==> config.mk <==
export PLATFORM = sky130hd
export DESIGN_NAME = ps2_link_ctrl
export DESIGN_NICKNAME = d
export VERILOG_FILES = /design/src/rtl/ps2_link_ctrl.sv
export SDC_FILE = /design/constraint.sdc
export NUM_CORES = 1
export LEC_CHECK = 0
export CORE_MARGIN = 5
export CORE_UTILIZATION = 52
export DETAILED_ROUTE_END_ITERATION = 8
export PLACE_DENSITY_LB_ADDON = 0.3
export REMOVE_ABC_BUFFERS = 1
export SETUP_SLACK_MARGIN = 0.15
export SYNTH_ARGS = -nofsm -noshare
export SYNTH_HDL_FRONTEND = slang
export SYNTH_SLANG_ARGS = --single-unit
==> constraint.sdc <==
create_clock -name CLK -period 1.8 [get_ports CLK]
set_input_delay 0.18 -clock CLK [delete_from_list [all_inputs] [get_ports CLK]]
set_output_delay 0.18 -clock CLK [all_outputs]
set_load 0.05 [all_outputs]
==> src/rtl/ps2_link_ctrl.sv <==
// ps2_link_ctrl
// Bidirectional PS/2 link controller for the keyboard port. Drives the open-drain
// KB_CLK/KB_DATA lines through output-enables, receives device frames with full
// start/parity/stop checking, and sequences host-to-device command frames. A device
// start bit always wins over a pending host command.
//
// Ports:
//   CLK, RST              system clock, synchronous active-high reset
//   KB_CLK_IN, KB_DATA_IN raw pin levels (asynchronous, synchronized here)
//   KB_CLK_OE, KB_DATA_OE 1 = pull the line low
//   TX_REQ, TX_BYTE       command request (accepted only while TX_BUSY=0)
//   TX_BUSY               command latched and not yet finished
//   TX_DONE, TX_ERR       one-cycle completion pulses for a command
//   RX_VALID, RX_BYTE     one-cycle good-frame pulse, last good byte (held)
//   RX_ERR                one-cycle bad-frame / timeout pulse
module ps2_link_ctrl #(
    parameter int unsigned INHIBIT_CYCLES = 1000,
    parameter int unsigned TIMEOUT_CYCLES = 20000
) (
    input  logic       CLK,
    input  logic       RST,
    input  logic       KB_CLK_IN,
    input  logic       KB_DATA_IN,
    output logic       KB_CLK_OE,
    output logic       KB_DATA_OE,
    input  logic       TX_REQ,
    input  logic [7:0] TX_BYTE,
    output logic       TX_BUSY,
    output logic       TX_DONE,
    output logic       TX_ERR,
    output logic       RX_VALID,
    output logic [7:0] RX_BYTE,
    output logic       RX_ERR
);

    localparam int unsigned InhW = (INHIBIT_CYCLES > 1) ? $clog2(INHIBIT_CYCLES) : 1;
    localparam int unsigned TmoW = (TIMEOUT_CYCLES > 1) ? $clog2(TIMEOUT_CYCLES) : 1;

    typedef enum logic [2:0] {
        StIdle,
        StRx,
        StTxInh,
        StTxBits,
        StTxAck,
        StTxRel
    } state_e;

    // Synchronizers; reset to the idle-high line level so reset never fakes an edge.
    logic clk_s1_q, clk_s2_q, clk_prev_q;
    logic data_s1_q, data_s2_q;
    logic fe;

    state_e            state_q, state_d;
    logic [3:0]        bit_cnt_q, bit_cnt_d;
    logic [7:0]        shift_q, shift_d;
    logic              par_bit_q, par_bit_d;
    logic [7:0]        rx_byte_q, rx_byte_d;
    logic              tx_pend_q, tx_pend_d;
    logic [7:0]        tx_byte_q, tx_byte_d;
    logic              tx_par_q, tx_par_d;
    logic              clk_oe_q, clk_oe_d;
    logic              data_oe_q, data_oe_d;
    logic [InhW-1:0]   inh_cnt_q, inh_cnt_d;
    logic [TmoW-1:0]   tmo_q, tmo_d;
    logic              tx_done_q, tx_done_d;
    logic              tx_err_q, tx_err_d;
    logic              rx_valid_q, rx_valid_d;
    logic              rx_err_q, rx_err_d;
    logic              timed;
    logic              tmo_hit;

    always_ff @(posedge CLK) begin
        if (RST) begin
            clk_s1_q   <= 1'b1;
            clk_s2_q   <= 1'b1;
            clk_prev_q <= 1'b1;
            data_s1_q  <= 1'b1;
            data_s2_q  <= 1'b1;
        end else begin
            clk_s1_q   <= KB_CLK_IN;
            clk_s2_q   <= clk_s1_q;
            clk_prev_q <= clk_s2_q;
            data_s1_q  <= KB_DATA_IN;
            data_s2_q  <= data_s1_q;
        end
    end

    assign fe = clk_prev_q & ~clk_s2_q;

    assign timed   = (state_q == StRx) || (state_q == StTxBits) ||
                     (state_q == StTxAck) || (state_q == StTxRel);
    assign tmo_hit = (tmo_q == TmoW'(TIMEOUT_CYCLES - 1));

    always_comb begin
        state_d    = state_q;
        bit_cnt_d  = bit_cnt_q;
        shift_d    = shift_q;
        par_bit_d  = par_bit_q;
        rx_byte_d  = rx_byte_q;
        tx_pend_d  = tx_pend_q;
        tx_byte_d  = tx_byte_q;
        tx_par_d   = tx_par_q;
        clk_oe_d   = clk_oe_q;
        data_oe_d  = data_oe_q;
        inh_cnt_d  = inh_cnt_q;
        tx_done_d  = 1'b0;
        tx_err_d   = 1'b0;
        rx_valid_d = 1'b0;
        rx_err_d   = 1'b0;
        // Edge-interval timer: idle outside timed states, cleared on every falling edge.
        tmo_d      = (timed && !fe) ? tmo_q + 1'b1 : '0;

        // Pending is only clear outside the TX states, so this never races a completion.
        if (TX_REQ && !tx_pend_q) begin
            tx_pend_d = 1'b1;
            tx_byte_d = TX_BYTE;
            tx_par_d  = ~^TX_BYTE;
        end

        unique case (state_q)
            StIdle: begin
                if (fe) begin
                    if (!data_s2_q) begin
                        state_d   = StRx;
                        bit_cnt_d = 4'd0;
                    end
                end else if (tx_pend_q) begin
                    state_d   = StTxInh;
                    clk_oe_d  = 1'b1;
                    inh_cnt_d = '0;
                end
            end

            StRx: begin
                if (fe) begin
                    if (bit_cnt_q < 4'd8) begin
                        shift_d   = {data_s2_q, shift_q[7:1]};
                        bit_cnt_d = bit_cnt_q + 4'd1;
                    end else if (bit_cnt_q == 4'd8) begin
                        par_bit_d = data_s2_q;
                        bit_cnt_d = bit_cnt_q + 4'd1;
                    end else begin
                        // Stop bit: odd parity over data+parity and stop=1.
                        if ((^{shift_q, par_bit_q}) && data_s2_q) begin
                            rx_byte_d  = shift_q;
                            rx_valid_d = 1'b1;
                        end else begin
                            rx_err_d = 1'b1;
                        end
                        state_d = StIdle;
                    end
                end else if (tmo_hit) begin
                    rx_err_d  = 1'b1;
                    clk_oe_d  = 1'b0;
                    data_oe_d = 1'b0;
                    state_d   = StIdle;
                end
            end

            StTxInh: begin
                if (inh_cnt_q == InhW'(INHIBIT_CYCLES - 1)) begin
                    clk_oe_d  = 1'b0;
                    data_oe_d = 1'b1;
                    bit_cnt_d = 4'd0;
                    state_d   = StTxBits;
                end else begin
                    inh_cnt_d = inh_cnt_q + 1'b1;
                end
            end

            StTxBits: begin
                if (fe) begin
                    if (bit_cnt_q < 4'd8) begin
                        data_oe_d = ~tx_byte_q[bit_cnt_q[2:0]];
                    end else if (bit_cnt_q == 4'd8) begin
                        data_oe_d = ~tx_par_q;
                    end else begin
                        data_oe_d = 1'b0;
                        state_d   = StTxAck;
                    end
                    bit_cnt_d = bit_cnt_q + 4'd1;
                end else if (tmo_hit) begin
                    tx_err_d  = 1'b1;
                    tx_pend_d = 1'b0;
                    clk_oe_d  = 1'b0;
                    data_oe_d = 1'b0;
                    state_d   = StIdle;
                end
            end

            StTxAck: begin
                if (fe) begin
                    if (!data_s2_q) begin
                        state_d = StTxRel;
                    end else begin
                        tx_err_d  = 1'b1;
                        tx_pend_d = 1'b0;
                        clk_oe_d  = 1'b0;
                        data_oe_d = 1'b0;
                        state_d   = StIdle;
                    end
                end else if (tmo_hit) begin
                    tx_err_d  = 1'b1;
                    tx_pend_d = 1'b0;
                    clk_oe_d  = 1'b0;
                    data_oe_d = 1'b0;
                    state_d   = StIdle;
                end
            end

            StTxRel: begin
                if (clk_s2_q && data_s2_q) begin
                    tx_done_d = 1'b1;
                    tx_pend_d = 1'b0;
                    state_d   = StIdle;
                end else if (tmo_hit) begin
                    tx_err_d  = 1'b1;
                    tx_pend_d = 1'b0;
                    clk_oe_d  = 1'b0;
                    data_oe_d = 1'b0;
                    state_d   = StIdle;
                end
            end

            default: begin
                clk_oe_d  = 1'b0;
                data_oe_d = 1'b0;
                state_d   = StIdle;
            end
        endcase
    end

    always_ff @(posedge CLK) begin
        if (RST) begin
            state_q    <= StIdle;
            bit_cnt_q  <= 4'd0;
            shift_q    <= 8'h00;
            par_bit_q  <= 1'b0;
            rx_byte_q  <= 8'h00;
            tx_pend_q  <= 1'b0;
            tx_byte_q  <= 8'h00;
            tx_par_q   <= 1'b0;
            clk_oe_q   <= 1'b0;
            data_oe_q  <= 1'b0;
            inh_cnt_q  <= '0;
            tmo_q      <= '0;
            tx_done_q  <= 1'b0;
            tx_err_q   <= 1'b0;
            rx_valid_q <= 1'b0;
            rx_err_q   <= 1'b0;
        end else begin
            state_q    <= state_d;
            bit_cnt_q  <= bit_cnt_d;
            shift_q    <= shift_d;
            par_bit_q  <= par_bit_d;
            rx_byte_q  <= rx_byte_d;
            tx_pend_q  <= tx_pend_d;
            tx_byte_q  <= tx_byte_d;
            tx_par_q   <= tx_par_d;
            clk_oe_q   <= clk_oe_d;
            data_oe_q  <= data_oe_d;
            inh_cnt_q  <= inh_cnt_d;
            tmo_q      <= tmo_d;
            tx_done_q  <= tx_done_d;
            tx_err_q   <= tx_err_d;
            rx_valid_q <= rx_valid_d;
            rx_err_q   <= rx_err_d;
        end
    end

    assign KB_CLK_OE  = clk_oe_q;
    assign KB_DATA_OE = data_oe_q;
    assign TX_BUSY    = tx_pend_q;
    assign TX_DONE    = tx_done_q;
    assign TX_ERR     = tx_err_q;
    assign RX_VALID   = rx_valid_q;
    assign RX_BYTE    = rx_byte_q;
    assign RX_ERR     = rx_err_q;

endmodule

==> flow_metrics.py <==
metrics = {
    "synth": {
        "yosysSeqAreaShare": 0.404,
        "synthArstFlopShare": 0,
        "synth.area.top_cells": "dfxtp_1 40%, mux2i_1 6.1%, nor2_1 4.9%, nand2b_1 4.5%, nand2_1 4.3%",
        "synth_seq_cells": 70,
        "synth_ff_type": "dfxtp_1",
        "synth.avg_cell_area_sq_um": 8.63,
        "synth_cell_types": 53,
        "syn-cell-area_sq_um": 3470,
        "synth_area_leader_cell": "dfxtp_1",
        "syn_inst": 402,
        "synth_common_cells": "70 x dfxtp_1, 45 x nor2_1, 40 x nand2_1, 29 x a21oi_1, 25 x nand2b_1",
        "yosys_warnings": 0,
        "synth_edf_count": 0,
        "yosysTopAreaCellShare": 0.404,
        "yosysMostFrequentCell": "dfxtp_1",
    },
    "power_and_ir_drop": {
        "p_leak_uw": 0.00186,
        "p_sw_uw": 1370,
        "p_int_uw": 2960,
        "comb_power_share": 0.311,
        "switching_share": 0.316,
        "p_clk_frac": 0.298,
        "powerDensity_nw_per_um2": 938,
        "vdd_drop_max_uv": 602,
        "p_seq_frac": 0.391,
    },
    "layout": {
        "nets": 489,
        "fin_area_sq_um": 4610,
        "fillers": 497,
        "drive_gt1_frac": 0.258,
        "final_cells": 554,
        "antenna_cells": 0,
        "area_growth_pct": 32.9,
    },
    "place": {
        "port_buffers": 27,
        "gp_congestion": 0.917,
        "place_ws_ns": -0.0389,
        "place_area_sq_um": 4100,
        "dp_hpwl_mm": 5.42,
        "dp.cells": 530,
    },
    "global_route": {
        "busiest_layer": "met2",
        "grt_max_degree": 23,
        "grt_pass1_wl_mm": 13.4,
        "grt_pass1_vias": 3032,
        "grt_use_met1": 0.229,
        "grt_use_total": 0.192,
        "met3_usage": 0.0556,
        "gr-total-overflow": 0,
        "antenna_found_initial": 0,
        "use_met2": 0.334,
    },
    "timing": {
        "layout_min_cycle_time_ns": 1.83,
        "hold_viol": 0,
        "slew_viol_final": 0,
        "fin_hold_ws_ns": 0.251,
        "rsz0062_at_grt": "yes",
        "slew_headroom": 0.641,
        "setup-violations-final": 8,
        "finalCritPeriodShare": 1.02,
        "worst_slew_pin_slew_ns": 0.535,
        "fin_skew_ns": 0.00908,
        "fmax_mhz": 545,
        "fin_ws_ns": -0.0348,
    },
    "routing": {
        "ant_nets": 0,
        "drc_errors": 0,
        "drt-pass1-iter-count": 4,
        "first_iter_violations": 192,
        "num_vias": 3105,
        "wire_per_inst_microns": 14.3,
        "viasPerCell": 5.60,
        "drt_wl_total_mm": 7.93,
    },
    "clock_tree": {
        "root_buffer": "clkbuf_8",
        "clkLatencyLatePin_ns": 0.35,
        "cts.sinks": 70,
        "clock_path_buffers": 2,
        "clkTransAtPathRegs_ns": 0.07,
        "postCtsHoldBufs": 0,
        "cts_htree_levels": 3,
        "cts_tree": "done",
        "cts_buffers": 9,
    },
    "setup_path": {
        "critPathLaunchType": "flip-flop",
        "endpoint": "RX_BYTE[0]",
        "critPathKind": "flip-flop to flip-flop",
        "r2r_start": "shift_q[1]",
        "critPathLaunch": "shift_q[1]",
        "rrSetupSlack_ns": -0.03,
        "worstPathMaxFanout": 4,
        "regToRegEndpoint": "RX_BYTE[0]",
        "critPathArrivalTime_ns": 2.11,
        "cp.required_ns": 2.08,
        "setup.worst_path.end_class": "flip-flop",
        "reg2reg_depth": 6,
    },
    "floorplan": {
        "num_io_pins": 28,
        "dieArea_sq_um": 8410,
        "fp-row-count": 29,
        "core_sq_um": 6420,
        "die_h_microns": 91.7,
        "dieWidth_microns": 91.7,
        "initial_core_util": 0.540,
    },
    "run": {
        "drv_cap": 0,
    },
    "worst_hold_path": {
        "hp-class": "input pin to flip-flop",
    },
    "status": {
        "status": "finished, violations left",
        "violations": "negative setup slack",
    },
}
==> cells in the final DEF, fill, tap and decap left out, types with 3 or more instances in the layout <==
master           netlist  routed
dfxtp_1               70      60
buf_4                  2      47
nor2_1                45      44
nand2_1               40      40
a21oi_1               29      27
nand2b_1              25      22
mux2i_1               21      20
xor2_1                15      14
nand3_1               12      12
xnor2_1               14      12
dlygate4sd2_1          0      12
clkbuf_8               0      11
clkdlybuf4s50_1        0      11
o21ai_0               13       8
buf_6                  1       8
inv_1                  7       6
or2_2                  7       6
nand4_1                6       6
and3_1                 7       6
nor2b_1                6       5
nor3_1                 6       5
dfxtp_2                0       5
dfxtp_4                0       5
o22ai_1                4       4
o21ai_1                1       4
or3_1                  4       4
ha_1                   4       3
dlymetal6s2s_1         0       3
==> final cells by class <==
| cell class | count | area (sq um) | area share |
|---|---|---|---|
| multi-input combinational | 299 | 2110 | 0.458 |
| sequential | 70 | 1430 | 0.309 |
| timing repair buffer | 84 | 746 | 0.162 |
| clock buffer | 13 | 159 | 0.0345 |
| tap | 77 | 96.3 | 0.0209 |
| clock inverter | 3 | 42.5 | 0.00922 |
| inverter | 8 | 30.0 | 0.00651 |
==> worst max-delay path: stages (launching register included) <==
cell and delay [ns]:
dfxtp_4 0.36, xnor2_2 0.12, xnor3_1 0.43, mux2i_4 0.26, and3b_2 0.27, clkbuf_16 0.16
mux2i_1 0.17
==> what timing repair did <==
item,CTS,global route
gates cloned,1,0
gates resized for setup,57,26
pin swaps,22,18
endpoints found under the setup margin,47,44
endpoints found under the hold margin,0,0
buffers inserted,2,5
==> metal layers <==
metal  up-vias  routed length [microns]
met4         0                      105
met2        84                     4090
li1       1534                        -
met3        12                      435
met1      1475                     3300
met5         -                        0
==> power groups by stage <==
stage	clock, uW	combinational, uW	sequential, uW
3_3_place_gp	0	1100	1720
6_report	1290	1350	1690
4_1_cts	1320	1210	1690
2_1_floorplan	0	516	1850
3_5_place_dp	0	1110	1720
5_1_grt	1380	1450	1700
==> cell families after synthesis <==
| kind of cell | share of synthesized area |
|---|---|
| muxes | 0.0736 |
| buffers and inverters | 0.0411 |
| and+or+nand+nor | 0.253 |
| adders and majority gates | 0.0144 |
| DFF | 0.404 |
| AOI/OAI and AO/OA | 0.128 |
| xor gates and xnor gates | 0.0862 |
==> per-stage QoR <==
stage / power, uW / utilization / setup TNS, ns
floorplan: 2370 / - / -1.41
global placement: 2820 / 0.638 / 0
detailed placement: 2840 / 0.638 / -0.202
CTS: 4230 / 0.698 / -0.482
global route: 4530 / 0.718 / -1.35
finish: 4330 / 0.718 / -0.168
==> worst min path at each step <==
stage | from | end | cells after the start
3_3_place_gp | clk_s1_q | clk_s2_q | 1
6_report | RST | bit_cnt_q[0] | 2
2_1_floorplan | RST | TX_ERR | 1
3_5_place_dp | data_s1_q | data_s2_q | 1
5_1_grt | RST | bit_cnt_q[0] | 2
4_1_cts | RST | bit_cnt_q[0] | 2
==> state kept, by name, summed over array words and instances (netlist names), 3 cells and up <==
signal	cells
RX_BYTE	8
bit_cnt_q	4
inh_cnt_q	10
shift_q	8
state_q	3
tmo_q	15
tx_byte_q	8
Power figures use the tool's default switching activity.
